$ cat config.mk
export PLATFORM = sky130hd
export DESIGN_NAME = dmem_access_controller
export DESIGN_NICKNAME = d
export VERILOG_FILES = /design/src/rtl/dmem_access_controller.sv
export SDC_FILE = /design/constraint.sdc
export NUM_CORES = 1
export LEC_CHECK = 0
export CAP_MARGIN = 20
export CELL_PAD_IN_SITES_DETAIL_PLACEMENT = 2
export CELL_PAD_IN_SITES_GLOBAL_PLACEMENT = 2
export CORE_UTILIZATION = 28
export CTS_CLUSTER_DIAMETER = 80
export DETAILED_ROUTE_END_ITERATION = 10
export GPL_ROUTABILITY_DRIVEN = 0
export PLACE_DENSITY = 0.85
export SYNTH_ARGS = -nofsm -noshare
export SYNTH_HDL_FRONTEND = slang
export SYNTH_SLANG_ARGS = --single-unit
$ cat constraint.sdc
create_clock -name clk_i -period 2.9 [get_ports clk_i]
set_clock_uncertainty 0.1 [all_clocks]
set_input_delay 0.435 -clock clk_i [delete_from_list [all_inputs] [get_ports clk_i]]
set_output_delay 0.435 -clock clk_i [all_outputs]
set_load 0.05 [all_outputs]
$ cat src/rtl/dmem_access_controller.sv
// Data-memory access sequencer: issues one req/ack transaction per EX/MEM load/store,
// stalls the pipeline until it completes, and counts stall cycles (saturating).
module dmem_access_controller #(
  parameter int ADDR_W = 32,
  parameter int DATA_W = 32,
  parameter int CNT_W  = 16
) (
  input  logic              clk_i,
  input  logic              rst_i,
  input  logic              start_i,
  input  logic              MemRead_i,
  input  logic              MemWrite_i,
  input  logic [ADDR_W-1:0] addr_i,
  input  logic [DATA_W-1:0] wdata_i,
  output logic              mem_req_o,
  output logic              mem_we_o,
  output logic [ADDR_W-1:0] mem_addr_o,
  output logic [DATA_W-1:0] mem_wdata_o,
  input  logic              mem_ack_i,
  input  logic [DATA_W-1:0] mem_rdata_i,
  output logic              stall_o,
  output logic [DATA_W-1:0] rdata_o,
  output logic [CNT_W-1:0]  stall_cnt_o
);

  typedef enum logic [1:0] {IDLE, BUSY, DONE} state_t;

  state_t state, state_nxt;
  logic   access;

  assign access = start_i & (MemRead_i | MemWrite_i);

  always_ff @(posedge clk_i or negedge rst_i) begin
    if (!rst_i) state <= IDLE;
    else        state <= state_nxt;
  end

  always_comb begin
    state_nxt = state;
    case (state)
      IDLE:    if (access) state_nxt = BUSY;
      BUSY:    if (mem_ack_i) state_nxt = DONE;
      DONE:    state_nxt = IDLE;
      default: state_nxt = IDLE;
    endcase
  end

  // Gated by rst_i so the pipeline is released for the whole reset window,
  // even while an access is presented on the inputs.
  assign stall_o = rst_i & (((state == IDLE) & access) | (state == BUSY));

  always_ff @(posedge clk_i or negedge rst_i) begin
    if (!rst_i) begin
      mem_req_o   <= 1'b0;
      mem_we_o    <= 1'b0;
      mem_addr_o  <= '0;
      mem_wdata_o <= '0;
      rdata_o     <= '0;
    end else begin
      case (state)
        IDLE: if (access) begin
          mem_req_o   <= 1'b1;
          mem_we_o    <= MemWrite_i;
          mem_addr_o  <= addr_i;
          mem_wdata_o <= wdata_i;
        end
        BUSY: if (mem_ack_i) begin
          mem_req_o <= 1'b0;
          if (!mem_we_o) rdata_o <= mem_rdata_i;
        end
        default: ;
      endcase
    end
  end

  always_ff @(posedge clk_i or negedge rst_i) begin
    if (!rst_i)                          stall_cnt_o <= '0;
    else if (stall_o && stall_cnt_o != '1) stall_cnt_o <= stall_cnt_o + 1'b1;
  end

endmodule

==> results.cfg <==
[finish]
drive_gt1_frac = 0.2684
final_area_sq_mm = 0.007587
area_growth_pct = 65.50
final_cells = 760
final_nets = 634
antenna_cells = 0

[logic_synthesis]
yosysTopAreaCell = dfrtp_1
yosys.area_share.adder = 0.002729
synth.area.mux_share = 0.2511
syn_area_per_cell_sq_um = 15.28
synth_top_area_share = 0.6332
synthCells = 300
yosys-top-cells-area = dfrtp_1 63%, mux2_2 24%, xor2_1 1.5%
synth_seq_area_share = 0.6332
ys_seq_elements = 116
yosys.area_share.simple = 0.05841
synth_nets = 403
synth_xor_area_frac = 0.01910
yosys_warnings = 0
synthesis.area_sq_mm = 0.004584
synthDistinctLibCells = 36
synth_compound_area_frac = 0.01801
synth_top_family_by_area = multiplexers

[global_routing]
grt_pass1_wl_um = 22790
overflow = 0
grt_max_degree = 56
grt_pass1_vias = 3991
grtUsageTotal = 0.1827
antenna_found_initial = 2

[timing]
period_minus_slack_ns = 2.599
finalHoldViolCount = 0
fmax_mhz = 384.7
fin_ws_ns = 0.3008
tightest_slew_ns = 0.7507
timing.slew.headroom = 0.4995
fin_crit_sh = 0.8963
slew_violations = 0
setup_viol = 0
fin_tns_setup_ns = 0
rsz0062_at_grt = false

[route]
firstDrtPassIters = 4
ant_nets = 0
drt_wl_total_um = 15020
vias_per_cell = 4.514
drt_iter0_markers = 92
vias = 3431
wire_per_inst_um = 19.76
drc = 0

[critical_path]
critical_path.max_stage_delay_ns = 0.53
critPathBufInv = 4
worst_ep_arrival_time_ns = 2.06
path_depth = 6
slowest_stage = dlygate4sd3_1
rr_endpoint = stall_cnt_o[1]
startpoint_type = input pin
worstPathRequired_ns = 2.37
r2r_cells = 5
crit_family = buffers and inverters
rr_startpoint = stall_cnt_o[0]
crit_type = in2out
r2r_setup_slack_ns = 0.93
endpoint_kind = primary output
path_cells = dlygate4sd3_1, buf_4, nor2b_1, o21ai_2, inv_1, buf_12
crit_fanout = 18

[clock_network]
postCtsSetupBuffers = 0
cts_tree = done
clkTransAtPathRegs_ns = 0.05
cts_buffers = 17
clk-insertion-delay-late_ns = 0.40
h-tree-depth = 4
cts.sinks = 116
cts_buffer_depth = 2
cts_root_buffer = clkbuf_16

[die]
start_util = 0.2876
core-area_sq_mm = 0.01594
ios = 217
die_x_um = 130.0
dieArea_sq_mm = 0.01689
die_h_um = 130.0
rows = 46

[job]
maxCapViolCount = 0

[outcome]
status = complete, no violations

[place]
dp_slack_ns = 0.5154
numPortBuffers = 216
dp.cells = 727
placed_cell_area_sq_mm = 0.007017
place_hpwl_um = 11310

[power]
powerDensity_mw_per_mm2 = 1197
leakage_nw = 3.170
peakVddDrop_mv = 0.6078

[hold_path]
hold_class = in2async
## flip-flops by register name, summed over array words and instances (netlist names)
register and cells:
mem_addr_o 32, mem_wdata_o 32, rdata_o 32, stall_cnt_o 16
state 2, mem_req_o 1, mem_we_o 1
## Yosys cell counts
library cell  number
a211oi_1           1
a21oi_1            3
and3_1             3
and4_1             1
and4_2             2
buf_2              4
buf_4              6
dfrtp_1          116
ha_1               1
inv_1              4
mux2_1             1
mux2_2            99
mux2_4             1
mux2i_1            1
nand2_1           11
nand2b_1           1
nand3_1            5
nand3b_1           1
nand4_1            3
nand4_2            1
nor2_1             7
nor2_2             2
nor2b_1            1
nor3_1             3
nor3b_1            1
nor4_1             2
nor4_4             1
o2111a_1           1
o2111ai_2          1
o21a_1             1
o21ai_0            2
o21ai_2            1
o31ai_1            1
or3_2              1
xnor2_1            2
xor2_1             8
## area by class of cell
| class | count | area (sq um) |
|---|---|---|
| Fill cell | 1556 | 8356 |
| Sequential cell | 116 | 2903 |
| Timing Repair Buffer | 222 | 2230 |
| Multi-Input combinational cell | 170 | 1609 |
| Clock buffer | 21 | 450.4 |
| Tap cell | 216 | 270.3 |
| Clock inverter | 11 | 110.1 |
| Inverter | 4 | 15.01 |
## cells in the final DEF (no fill, tap or decap), drive strengths merged, types with 4 or more instances in the layout
| master | Yosys | layout |
|---|---|---|
| buf | 10 | 7 |
| clkbuf | 0 | 21 |
| clkdlybuf4s50 | 0 | 214 |
| clkinv | 0 | 7 |
| dfrtp | 116 | 116 |
| inv | 4 | 4 |
| mux2 | 101 | 101 |
| nand2 | 11 | 11 |
| nand3 | 5 | 5 |
| nand4 | 4 | 4 |
| nor2 | 9 | 9 |
| xor2 | 8 | 8 |
## logic make-up (layout without fill, tap and decap cells)
logic type	after synthesis	count (layout)
mux	102	102
simple gates	46	46
buf+inv	14	258
compound gates	11	11
flops	116	116
fa+ha+maj	1	1
xor+xnor	10	10
## worst max path at each step
stage	startpoint	endpoint	slack, ns
2_1_floorplan	stall_cnt_o[0]	stall_cnt_o[1]	0.82
3_3_place_gp	MemWrite_i	stall_o	0.57
3_5_place_dp	MemWrite_i	mem_wdata_o[21]	0.52
4_1_cts	rst_i	stall_o	0.28
5_1_grt	rst_i	stall_o	0.14
6_report	rst_i	stall_o	0.30
## timing repair
item,in CTS,in global routing
gates resized for setup,0,0
endpoints found under the hold margin,16,0
hold buffers,1,0
## per-stage QoR
step	hold slack (ns)	utilization	total power [mW]
finish	0.3551	0.4759	9.082
global route	0.3792	0.4759	9.483
CTS	0.3348	0.4759	9.232
detailed placement	0.2300	0.4401	7.147
global placement	0.2203	0.4401	6.970
floorplan	0.03941	-	5.397
## report_power, final
part / total [mW] / switching [mW] / internal [mW]
clock: 1.99 / 0.720 / 1.27
combinational: 4.46 / 2.84 / 1.62
sequential: 2.62 / 0.396 / 2.23
## per-layer routing
metal,GRT usage,wire [um],vias up,share of wire
met4,0.05267,145,4,0.0097
met5,0,27,-,0.0018
met3,0.06560,1179,19,0.078
met1,0.1878,5420,1741,0.36
li1,-,-,1527,-
met2,0.3457,8249,140,0.55
Power figures use the tool's default switching activity.
